### src/rtl/logic_pipe_pkg.sv
// -----------------------------------------------------------------------------
// logic_pipe_pkg
// Shared types and constants for the registered AND/OR/XOR pipe.
//   DEF_WIDTH   : default operand width
//   RES_W       : width of one packed result triple at the default width
//   logic_res_t : packed {x, y, z} result triple at the default width
//   res_w()     : packed result width for an arbitrary operand width
// -----------------------------------------------------------------------------
package logic_pipe_pkg;

  localparam int DEF_WIDTH = 8;
  localparam int RES_W     = 3 * DEF_WIDTH;

  typedef struct packed {
    logic [DEF_WIDTH-1:0] x;
    logic [DEF_WIDTH-1:0] y;
    logic [DEF_WIDTH-1:0] z;
  } logic_res_t;

  // Parameterised modules pack {x, y, z} into one vector of this width
  function automatic int res_w(input int width);
    return 3 * width;
  endfunction

endpackage

### src/rtl/sync_fifo.sv
// -----------------------------------------------------------------------------
// sync_fifo
// Single-clock FIFO with occupancy counter and asynchronous-read storage so the
// head entry is visible in the cycle after it was written.
//   clk, rst_n : clock and asynchronous active-low reset
//   push, din  : write strobe and data (ignored while full)
//   pop        : read strobe, advances the head (ignored while empty)
//   dout       : head entry data
//   full/empty : occupancy flags
//   count      : occupancy, 0..DEPTH
// -----------------------------------------------------------------------------
module sync_fifo
  import logic_pipe_pkg::*;
#(
  parameter int WIDTH = RES_W,
  parameter int DEPTH = 2,
  localparam int AW   = $clog2(DEPTH),
  localparam int CW   = $clog2(DEPTH + 1)
) (
  input  logic             clk,
  input  logic             rst_n,
  input  logic             push,
  input  logic [WIDTH-1:0] din,
  input  logic             pop,
  output logic [WIDTH-1:0] dout,
  output logic             full,
  output logic             empty,
  output logic [CW-1:0]    count
);

  logic [WIDTH-1:0] mem [DEPTH];
  logic [AW-1:0]    wr_ptr_reg;
  logic [AW-1:0]    rd_ptr_reg;
  logic [CW-1:0]    count_reg;
  logic [CW-1:0]    count_next;
  logic             do_push;
  logic             do_pop;

  assign full    = (count_reg == CW'(DEPTH));
  assign empty   = (count_reg == '0);
  assign do_push = push && !full;
  assign do_pop  = pop && !empty;

  always_comb begin
    count_next = count_reg;
    case ({do_push, do_pop})
      2'b10:   count_next = count_reg + CW'(1);
      2'b01:   count_next = count_reg - CW'(1);
      default: count_next = count_reg;
    endcase
  end

  // Storage is not reset: stale entries are unreachable once the counter is 0
  always_ff @(posedge clk) begin
    if (do_push) mem[wr_ptr_reg] <= din;
  end

  // DEPTH is a power of two, so the pointers wrap by plain overflow
  always_ff @(posedge clk or negedge rst_n) begin
    if (!rst_n) begin
      wr_ptr_reg <= '0;
      rd_ptr_reg <= '0;
      count_reg  <= '0;
    end else begin
      if (do_push) wr_ptr_reg <= wr_ptr_reg + AW'(1);
      if (do_pop)  rd_ptr_reg <= rd_ptr_reg + AW'(1);
      count_reg <= count_next;
    end
  end

  assign dout  = mem[rd_ptr_reg];
  assign count = count_reg;

endmodule

### src/rtl/logic_pipe_unit.sv
// -----------------------------------------------------------------------------
// logic_pipe_unit
// Registered, flow-controlled bitwise AND/OR/XOR unit with an optional running
// XOR accumulator as operand b, buffered by a DEPTH-entry output FIFO.
//   clk, rst_n          : clock, asynchronous active-low reset
//   in_valid/in_ready   : input handshake (in_ready = FIFO not full)
//   in_a, in_b          : operands (in_b ignored when in_acc=1)
//   in_acc              : use acc_q as operand b for this beat
//   acc_clr             : clear accumulator, sampled every cycle
//   out_valid/out_ready : output handshake on the FIFO head
//   out_x/out_y/out_z   : AND / OR / XOR of head entry, zero when not valid
//   out_cnt             : FIFO occupancy
//   acc_q               : accumulator value
// -----------------------------------------------------------------------------
module logic_pipe_unit
  import logic_pipe_pkg::*;
#(
  parameter int WIDTH = DEF_WIDTH,
  parameter int DEPTH = 2,
  localparam int CW   = $clog2(DEPTH + 1)
) (
  input  logic             clk,
  input  logic             rst_n,
  input  logic             in_valid,
  output logic             in_ready,
  input  logic [WIDTH-1:0] in_a,
  input  logic [WIDTH-1:0] in_b,
  input  logic             in_acc,
  input  logic             acc_clr,
  output logic             out_valid,
  input  logic             out_ready,
  output logic [WIDTH-1:0] out_x,
  output logic [WIDTH-1:0] out_y,
  output logic [WIDTH-1:0] out_z,
  output logic [CW-1:0]    out_cnt,
  output logic [WIDTH-1:0] acc_q
);

  localparam int RES_BITS = res_w(WIDTH);

  logic [WIDTH-1:0]    acc_reg;
  logic [WIDTH-1:0]    acc_next;
  logic [WIDTH-1:0]    bsel;
  logic [WIDTH-1:0]    x_bits;
  logic [WIDTH-1:0]    y_bits;
  logic [WIDTH-1:0]    z_bits;
  logic [RES_BITS-1:0] res_in;
  logic [RES_BITS-1:0] res_head;
  logic                fifo_full;
  logic                fifo_empty;
  logic                push;
  logic                pop;

  // Accumulate mode reads the registered accumulator, never this cycle's result
  assign bsel = in_acc ? acc_reg : in_b;

  for (genvar gi = 0; gi < WIDTH; gi++) begin : g_gate
    assign x_bits[gi] = in_a[gi] & bsel[gi];
    assign y_bits[gi] = in_a[gi] | bsel[gi];
    assign z_bits[gi] = in_a[gi] ^ bsel[gi];
  end

  assign res_in   = {x_bits, y_bits, z_bits};
  assign in_ready = !fifo_full;
  assign push     = in_valid && in_ready;
  assign pop      = out_valid && out_ready;

  // Clear has priority over an accumulate beat landing in the same cycle
  always_comb begin
    acc_next = acc_reg;
    if (acc_clr)
      acc_next = '0;
    else if (push && in_acc)
      acc_next = z_bits;
  end

  always_ff @(posedge clk or negedge rst_n) begin
    if (!rst_n) acc_reg <= '0;
    else        acc_reg <= acc_next;
  end

  sync_fifo #(
    .WIDTH (RES_BITS),
    .DEPTH (DEPTH)
  ) u_fifo (
    .clk   (clk),
    .rst_n (rst_n),
    .push  (push),
    .din   (res_in),
    .pop   (pop),
    .dout  (res_head),
    .full  (fifo_full),
    .empty (fifo_empty),
    .count (out_cnt)
  );

  assign out_valid = !fifo_empty;

  // Head storage is unreset, so mask it while nothing is valid
  assign out_x = out_valid ? res_head[3*WIDTH-1:2*WIDTH] : '0;
  assign out_y = out_valid ? res_head[2*WIDTH-1:WIDTH]   : '0;
  assign out_z = out_valid ? res_head[WIDTH-1:0]         : '0;
  assign acc_q = acc_reg;

endmodule
### config.mk
export PLATFORM = sky130hd
export DESIGN_NAME = logic_pipe_unit
export DESIGN_NICKNAME = d
export VERILOG_FILES = /design/src/rtl/logic_pipe_pkg.sv /design/src/rtl/sync_fifo.sv /design/src/rtl/logic_pipe_unit.sv
export SDC_FILE = /design/constraint.sdc
export NUM_CORES = 1
export LEC_CHECK = 0
export ABC_AREA = 1
export CORE_AREA = 5 5 85 127
export DETAILED_ROUTE_END_ITERATION = 8
export DIE_AREA = 0 0 90 132
export GPL_TIMING_DRIVEN = 0
export PLACE_DENSITY = 0.57
export SETUP_SLACK_MARGIN = 0.5
export SLEW_MARGIN = 20
export SYNTH_ARGS = -nofsm -noshare
export SYNTH_HDL_FRONTEND = slang
export SYNTH_SLANG_ARGS = --single-unit
### constraint.sdc
create_clock -name clk -period 3 [get_ports clk]
set_clock_uncertainty 0.2 [all_clocks]
set_input_delay 0.45 -clock clk [delete_from_list [all_inputs] [get_ports clk]]
set_output_delay 0.45 -clock clk [all_outputs]
set_load 0.1 [all_outputs]
==> Word-level counts from Yosys, hierarchy flattened <==
Memories as Yosys holds them, arrays and structs flattened.
Cells that the tools add are included.
{ "classes": {"add_sub_neg": 4, "n_mul": 0, "div_mod_pow": 0, "magnitude_cmp": 0, "n_eq_ne": 3, "n_shift": 0, "mux": 9, "bitwise_logic": 24, "reduce_logical": 10} }
{ "ops": {"columns": ["cell", "n"], "rows": [
  ["2-to-1 mux 8 bit", 6],
  ["AND 1 bit", 8],
  ["bitwise OR 1 bit", 8],
  ["XOR 1 bit", 8],
  ["logical AND 1 bit", 5],
  ["equality test 2 bit, second input constant", 2],
  ["one-hot mux 2 bit (2 select lines)", 1],
  ["nonzero test 2 bit", 2],
  ["adder 1 bit, second input constant", 2],
  ["adder 2 x 1 -> 2 bit, second input constant", 1],
  ["equality test 2 x 1 -> 1 bit, second input constant", 1],
  ["logical NOT 1 bit", 2],
  ["logical NOT 2 bit", 1],
  ["2-to-1 mux 1 bit", 2],
  ["subtractor 2 x 1 -> 2 bit, second input constant", 1]
]} }
{ "totals": {"register_bits": 12, "latchBits": 0, "ram_bits": 48, "rom_bits": 0, "input_bits": 22, "wordCells": 55, "memories": 1} }
{ "memory_table": {"columns": ["name", "words", "word_bits", "read_ports", "rd_ports_with_merged_regs", "write_ports", "line_no", "text"], "rows": [
  ["u_fifo.mem", 2, 24, 1, 0, 1, "sync_fifo.sv:31", "logic [WIDTH-1:0] mem [DEPTH];"]
]} }

==> Longest topological paths before layout <==
Gate-level depths: netlist (run 1).
{ "logic_depth": {"ltp_word": 6, "depth_mapped": 9, "ltp_nobuf": 8} }

==> Cells and area by module <==
Synthesis (run 1) repeated with hierarchy kept, for this count alone.
{ "hier_totals": {"hier_cells": 333, "area_unflattened_um2": 3140.5} }
{ "modules_own_cells": {"columns": ["mod", "instances", "cells_per_inst", "area_each_um2", "seq_area_each_um2"], "rows": [
  ["sync_fifo", 1, 158, 2000.7, 1541.5],
  ["logic_pipe_unit", 1, 175, 1139.8, 200.2]
]} }

==> Worst setup path after synthesis (run 1) <==
OpenSTA, ideal clock, no wires.
{ "synth_timing": {"kind": "register to output", "start": "reg u_fifo.count_reg[0] (netlist: u_fifo.count[0])", "end": "out out_y[5]", "t_arrival_ns": 2.866, "slack_ns": -0.516, "stages_incl_launch_ff": 4, "cell_sequence": "dfrtp_1 nor2_2 buf_2 a21oi_1"} }
{ "synth_between": {"elab_chain_cells": 2} }
{ "synth_rtl": {"columns": ["item", "line_no", "text"], "rows": [
  ["from (decl)", "sync_fifo.sv:34", "logic [CW-1:0] count_reg;"],
  ["from (signal assigned)", "sync_fifo.sv:67", "count_reg <= count_next;"],
  ["logical NOT 2 bit", "sync_fifo.sv:40", "assign empty = (count_reg == '0);"],
  ["2-to-1 mux 8 bit", "logic_pipe_unit.sv:101", "assign out_y = out_valid ? res_head[2*WIDTH-1:WIDTH] : '0;"],
  ["to (decl)", "logic_pipe_unit.sv:33", "output logic [WIDTH-1:0] out_y,"]
]} }
Every way passes these cells.

==> Final worst setup path (run 1) <==
{ "layout_timing": {"start": "reg u_fifo.count_reg[0] (netlist: u_fifo.count[0])", "end": "out in_ready"} }
{ "layout_between": {"elab_chain_cells": 2} }
{ "layout_rtl": {"columns": ["item", "line_no", "text"], "rows": [
  ["equality test 2 bit", "sync_fifo.sv:39", "assign full = (count_reg == CW'(DEPTH));"],
  ["logical NOT 1 bit", "logic_pipe_unit.sv:64", "assign in_ready = !fifo_full;"],
  ["to (decl)", "logic_pipe_unit.sv:25", "output logic in_ready,"]
]} }
Every way passes these cells.

==> results of run 1 <==
-- synth_stat cells, types with 2 or more instances --
library cell	number
nand2_1	76
inv_2	2
a21oi_1	25
nand3_1	9
buf_4	2
nor2_1	12
dfrtp_1	12
edfxtp_1	48
inv_1	45
o21ai_1	2
ha_1	17
o21ai_0	6
buf_2	8
-- logic make-up (layout without fill, tap and decap cells) --
logic type | Yosys count | in the layout | synth area share (%)
xor+xnor | 2 | 2 | 0.625
compound gates | 33 | 33 | 5.90
buf+inv | 58 | 129 | 8.40
flops | 60 | 60 | 62.2
simple gates | 103 | 103 | 15.3
fa+ha+maj | 17 | 17 | 7.59
-- cell type report --
class / count / share of cell area, %
sequential: 60 / 43.5
multi-input combinational: 155 / 26.8
timing repair buffer: 55 / 12.6
clock buffer: 10 / 5.95
inverter: 48 / 4.58
tap: 115 / 3.58
buffer: 10 / 1.65
clock inverter: 6 / 1.34
-- routing by layer --
layer / wire, µm / part of all wire (%) / global-route usage, % / up-vias
li1: - / - / - / 1004
met2: 3330 / 53 / 20.0 / 36
met1: 2540 / 41 / 12.2 / 927
met5: 0 / 0 / 0 / -
met4: 186 / 3.0 / 7.20 / 0
met3: 166 / 2.7 / 1.94 / 10
-- worst max path at each step --
stage	startpoint	end	depth (start not counted)	slack, ns
final	u_fifo.count[0]	in_ready	3	0.58
after global routing	u_fifo.rd_ptr_reg	out_x[4]	6	0.47
after CTS	u_fifo.rd_ptr_reg	out_x[4]	6	0.30
after detailed placement	u_fifo.count[0]	out_x[4]	4	-0.14
after global placement	u_fifo.count[0]	out_x[4]	4	-0.11
after floorplan	u_fifo.count[0]	u_fifo.mem[1][0]	4	0.46
-- worst register-to-register path: stages (launching register included) --
cell and delay [ns]:
dfrtp_2 0.44, inv_2 0.05, nand2_2 0.10, nand2_1 0.17
nor2_4 0.62
-- per-stage QoR --
| stage | hold WS [ns] | setup TNS (ns) | setup WS [ns] |
|---|---|---|---|
| after floorplan | -0.0456 | 0 | 0.463 |
| after global placement | 0.327 | -1.07 | -0.109 |
| after detailed placement | 0.318 | -1.32 | -0.135 |
| after CTS | 0.249 | 0 | 0.296 |
| after global routing | 0.275 | 0 | 0.466 |
| final | 0.256 | 0 | 0.575 |
-- timing repair --
item	CTS	global route
pin swaps	0	1
resized for setup	147	9
setup endpoints to repair	35	14
==> results.sh, run 1 <==
export IMPL_ant_nets=0
export IMPL_grt_pass1_wl_mm=10.5
export IMPL_rsz0062_at_grt="true"
export IMPL_firstDrtPassIters=4
export IMPL_antennaDiodeCount=0
export IMPL_area_delta_synth_final_pct=43.3
export IMPL_netlist_area_um2=2800
export IMPL_critPathRequiredTime_ns=2.35
export IMPL_r2r_slack_ns=1.03
export IMPL_syn_inst=273
export IMPL_hold_class="primary input to register"
export IMPL_numPortBuffers=55
export IMPL_clk_pin_slew_worst_paths_ns=0.05
export IMPL_dpl_hpwl_mm=4.67
export IMPL_postCtsSetupBuffers=0
export IMPL_final_cell_mix="nand2_1 (76), edfxtp_1 (48), inv_1 (44)"
export IMPL_yosys_warnings=0
export IMPL_grt_usage_pct=11.3
export IMPL_dp_cells=443
export IMPL_mostFrequentLayoutCell="nand2_1"
export IMPL_synth_area_top_cells="edfxtp_1 (51%), dfrtp_1 (11%), nand2_1 (10%), ha_1 (7.6%), inv_1 (6.0%)"
export IMPL_finalInstanceArea_um2=4010
export IMPL_worstPathCellList="inv_2 > nand2_2 > dlygate4sd2_1"
export IMPL_rows=44
export IMPL_mappedNetlistNets=312
export IMPL_largest_register_ffs=48
export IMPL_core_um2=9520
export IMPL_cp_arrival_ns=1.77
export IMPL_start_kind="register"
export IMPL_synth_distinct_cells=22
export IMPL_cts_tree="built"
export IMPL_synth_edf_count=48
export IMPL_hold_buffers=0
export IMPL_crit_fanout=6
export IMPL_totalWireLength_mm=6.22
export IMPL_die_height_um=132
export IMPL_fin_cells=459
export IMPL_slew_viol_final=0
export IMPL_insertion_delay_ns=0.32
export IMPL_max_slew_margin_pct=35.7
export IMPL_cts_buffers=9
export IMPL_die_area_um2=11900
export IMPL_setup_viol=0
export IMPL_critical_path_top_delay_family="buffers and inverters"
export IMPL_hold_viol=0
export IMPL_antenna_found_initial=0
export IMPL_synth_area_per_cell_um2=10.3
export IMPL_drv_cap=0
export IMPL_min_period_over_period_pct=80.8
export IMPL_synth_top_cell_area_share_pct=51.5
export IMPL_critPathCaptureType="output port"
export IMPL_final_nets=378
export IMPL_cts_num_sinks=60
export IMPL_status="complete, no violations"
export IMPL_fmax_mhz=412
export IMPL_tightest_slew_ns=0.964
export IMPL_yosysTopAreaCell="edfxtp_1"
export IMPL_r2r_end="u_fifo.mem[1][18]"
export IMPL_r2r_cells=4
export IMPL_route_detailed_vias_per_inst=4.31
export IMPL_via_count=1977
export IMPL_num_fill_cells=942
export IMPL_ctsRootBufferMaster="clkbuf_16"
export IMPL_min_to="acc_q[3]"
export IMPL_grt_max_degree=26
export IMPL_cts_buffer_depth=2
export IMPL_reg2reg_from="u_fifo.count[0]"
export IMPL_drive_gt1_share_pct=25.0
export IMPL_place_area_um2=3750
export IMPL_fin_util_pct=42.1
export IMPL_wl_per_cell_um=13.5
export IMPL_htree_levels=3
export IMPL_grt_pass1_vias=2068
export IMPL_period_minus_slack_ns=2.42
export IMPL_postSynth_asyncResetShare_pct=20.0
export IMPL_worst_path_buf_inv=2
export IMPL_ys_flop_type="edfxtp_1"
export IMPL_crit_type="register to output port"
export IMPL_ios=58
export IMPL_die_w_um=90
export IMPL_cpMaxStageDelayCell="dlygate4sd2_1"
export IMPL_regArea_um2=1740
export IMPL_grt_overflow=0
export IMPL_ys_seq_area_share_pct=62.2
export IMPL_place_congestion=0.709
export IMPL_max_stage_delay_ns=0.87
export IMPL_drc_errors=0
export IMPL_ys_seq_elements=60
export IMPL_drt_iter0_markers=38
export IMPL_holdPathStages=4
export IMPL_multiInputGateArea_um2=1080
export IMPL_min_delay_start="acc_clr"
export IMPL_initial_utilization_pct=29.4
Power of run 1 is left out: the tool's default activity adds up to more than one toggle a clock period on the data nets, which glitch-free logic cannot reach.
==> run 2, diff against run 1 <==
--- a/config.mk
+++ b/config.mk
@@ -10,7 +10,7 @@
 export DETAILED_ROUTE_END_ITERATION = 8
 export DIE_AREA = 0 0 90 132
 export GPL_TIMING_DRIVEN = 0
-export PLACE_DENSITY = 0.57
+export PLACE_DENSITY = 0.59
 export SETUP_SLACK_MARGIN = 0.5
 export SLEW_MARGIN = 20
 export SYNTH_ARGS = -nofsm -noshare
==> constraint.sdc (replaced) <==
create_clock -name clk -period 2.16 [get_ports clk]
set_clock_uncertainty 0.2 [all_clocks]
set_input_delay 0.324 -clock clk [delete_from_list [all_inputs] [get_ports clk]]
set_output_delay 0.324 -clock clk [all_outputs]
set_load 0.1 [all_outputs]
==> results.sh, run 2 (same netlist as run 1, synthesis figures left out) <==
export IMPL_critPathCaptureType="output port"
export IMPL_ant_nets=0
export IMPL_hold_buffers=0
export IMPL_crit_fanout=5
export IMPL_ctsRootBufferMaster="clkbuf_16"
export IMPL_cts_tree="built"
export IMPL_worstPathCellList="nor2_4 > buf_12 > buf_12 > buf_16 > a21oi_4 > buf_12"
export IMPL_wl_per_cell_um=16.0
export IMPL_totalWireLength_mm=7.94
export IMPL_slew_viol_final=0
export IMPL_setup_viol=0
export IMPL_mostFrequentLayoutCell="nand2_1"
export IMPL_worst_path_buf_inv=4
export IMPL_cp_arrival_ns=1.61
export IMPL_tightest_slew_ns=0.595
export IMPL_cpMaxStageDelayCell="dfrtp_4"
export IMPL_cpMostUsedCell="buf_12"
export IMPL_num_fill_cells=813
export IMPL_drt_iter0_markers=79
export IMPL_rows=44
export IMPL_cts_buffers=9
export IMPL_regArea_um2=1770
export IMPL_critPathRequiredTime_ns=1.64
export IMPL_max_stage_delay_ns=0.49
export IMPL_grt_pass1_wl_mm=11.7
export IMPL_via_count=2198
export IMPL_die_height_um=132
export IMPL_ios=58
export IMPL_final_cell_mix="nand2_1 (65), edfxtp_1 (48), inv_1 (44)"
export IMPL_worst_hold_slack_ns=0.125
export IMPL_drv_cap=0
export IMPL_grt_overflow=0
export IMPL_grt_pass1_vias=2307
export IMPL_grt_usage_pct=12.7
export IMPL_min_period_over_period_pct=98.6
export IMPL_cts_buffer_depth=2
export IMPL_rsz0062_at_grt="true"
export IMPL_firstDrtPassIters=4
export IMPL_dpl_hpwl_mm=4.71
export IMPL_htree_levels=3
export IMPL_grt_max_degree=14
export IMPL_start_kind="register"
export IMPL_final_nets=416
export IMPL_max_slew_margin_pct=60.2
export IMPL_period_minus_slack_ns=2.13
export IMPL_insertion_delay_ns=0.33
export IMPL_status="complete, no violations"
export IMPL_route_detailed_vias_per_inst=4.42
export IMPL_initial_utilization_pct=29.4
export IMPL_drc_errors=0
export IMPL_antennaDiodeCount=0
export IMPL_place_congestion=0.749
export IMPL_die_w_um=90
export IMPL_critical_path_top_delay_family="buffers and inverters"
export IMPL_cts_num_sinks=60
export IMPL_clk_pin_slew_worst_paths_ns=0.05
export IMPL_r2r_slack_ns=0.19
export IMPL_antenna_found_initial=0
export IMPL_area_delta_synth_final_pct=79.1
export IMPL_hold_class="primary input to register"
export IMPL_numPortBuffers=55
export IMPL_largest_register_ffs=48
export IMPL_hold_viol=0
export IMPL_multiInputGateArea_um2=1220
export IMPL_core_um2=9520
export IMPL_fmax_mhz=470
export IMPL_crit_type="register to output port"
export IMPL_drive_gt1_share_pct=39.8
export IMPL_die_area_um2=11900
## run 2: changes by cell type in the layout (fill, tap and decap cells not counted), sizes merged
cell,before,now
inv,46,45
bufinv,1,0
dlymetal6s2s,1,0
clkdlybuf4s15,4,0
nand3,10,11
nor2,13,15
buf,29,77
clkbuf,12,16
dlygate4sd2,10,0
## run 2: path summary, 6_finish.rpt
check                      cells past startpoint               end            start
min                                            4          acc_q[1]          acc_clr
min reg2reg                                    2          acc_q[6]         acc_q[6]
min in group asynchronous                      1          acc_q[2]            rst_n
max                                            6          out_x[4]  u_fifo.count[1]
max in group asynchronous                      1          acc_q[1]            rst_n
max reg2reg                                    8  u_fifo.mem[0][5]  u_fifo.count[1]
## run 2: metrics by stage
| stage | TNS (ns) | area [µm²] | setup slack (ns) | instances | util (%) |
|---|---|---|---|---|---|
| after global placement | -18.91 | 3830 | -0.707 | 443 | 40.2 |
| after CTS | 0 | 4790 | 0.0240 | 487 | 50.3 |
| after global routing | -0.0207 | 5020 | -0.00725 | 497 | 52.7 |
| after detailed placement | -19.18 | 3830 | -0.708 | 443 | 40.2 |
| final | 0 | 5020 | 0.0304 | 497 | 52.7 |
| after floorplan | 0 | 3140 | 0.00706 | 273 | - |
## run 2: metal layers
metal,GRT usage (%),share of wire (%),vias up
met5,0,0,-
met4,6.62,3.3,0
met3,3.03,2.7,16
met2,23.4,57,50
met1,13.1,37,1040
li1,-,-,1092
## run 2: layout make-up
| type | count | share of cell area, % |
|---|---|---|
| flip-flops and latches | 60 | 35.4 |
| repair buffers | 90 | 25.8 |
| multi-input cells | 158 | 24.3 |
| clock buffers | 12 | 4.71 |
| inverters | 48 | 3.91 |
| well taps | 115 | 2.87 |
| plain buffers | 10 | 2.77 |
| clock inverters | 4 | 0.324 |
## run 2: tightest hold or removal path: stages
cell and delay [ns]:
buf_4 0.14, nor2_1 0.07, nand2_2 0.04, nand2_1 0.04
## run 2: timing repair
item,4_1_cts,5_1_grt
gates cloned,5,4
gates resized for setup,326,29
setup endpoints to repair,87,87
buffers inserted,23,6
pin swaps,7,7
Power of run 2 is left out for the same reason.
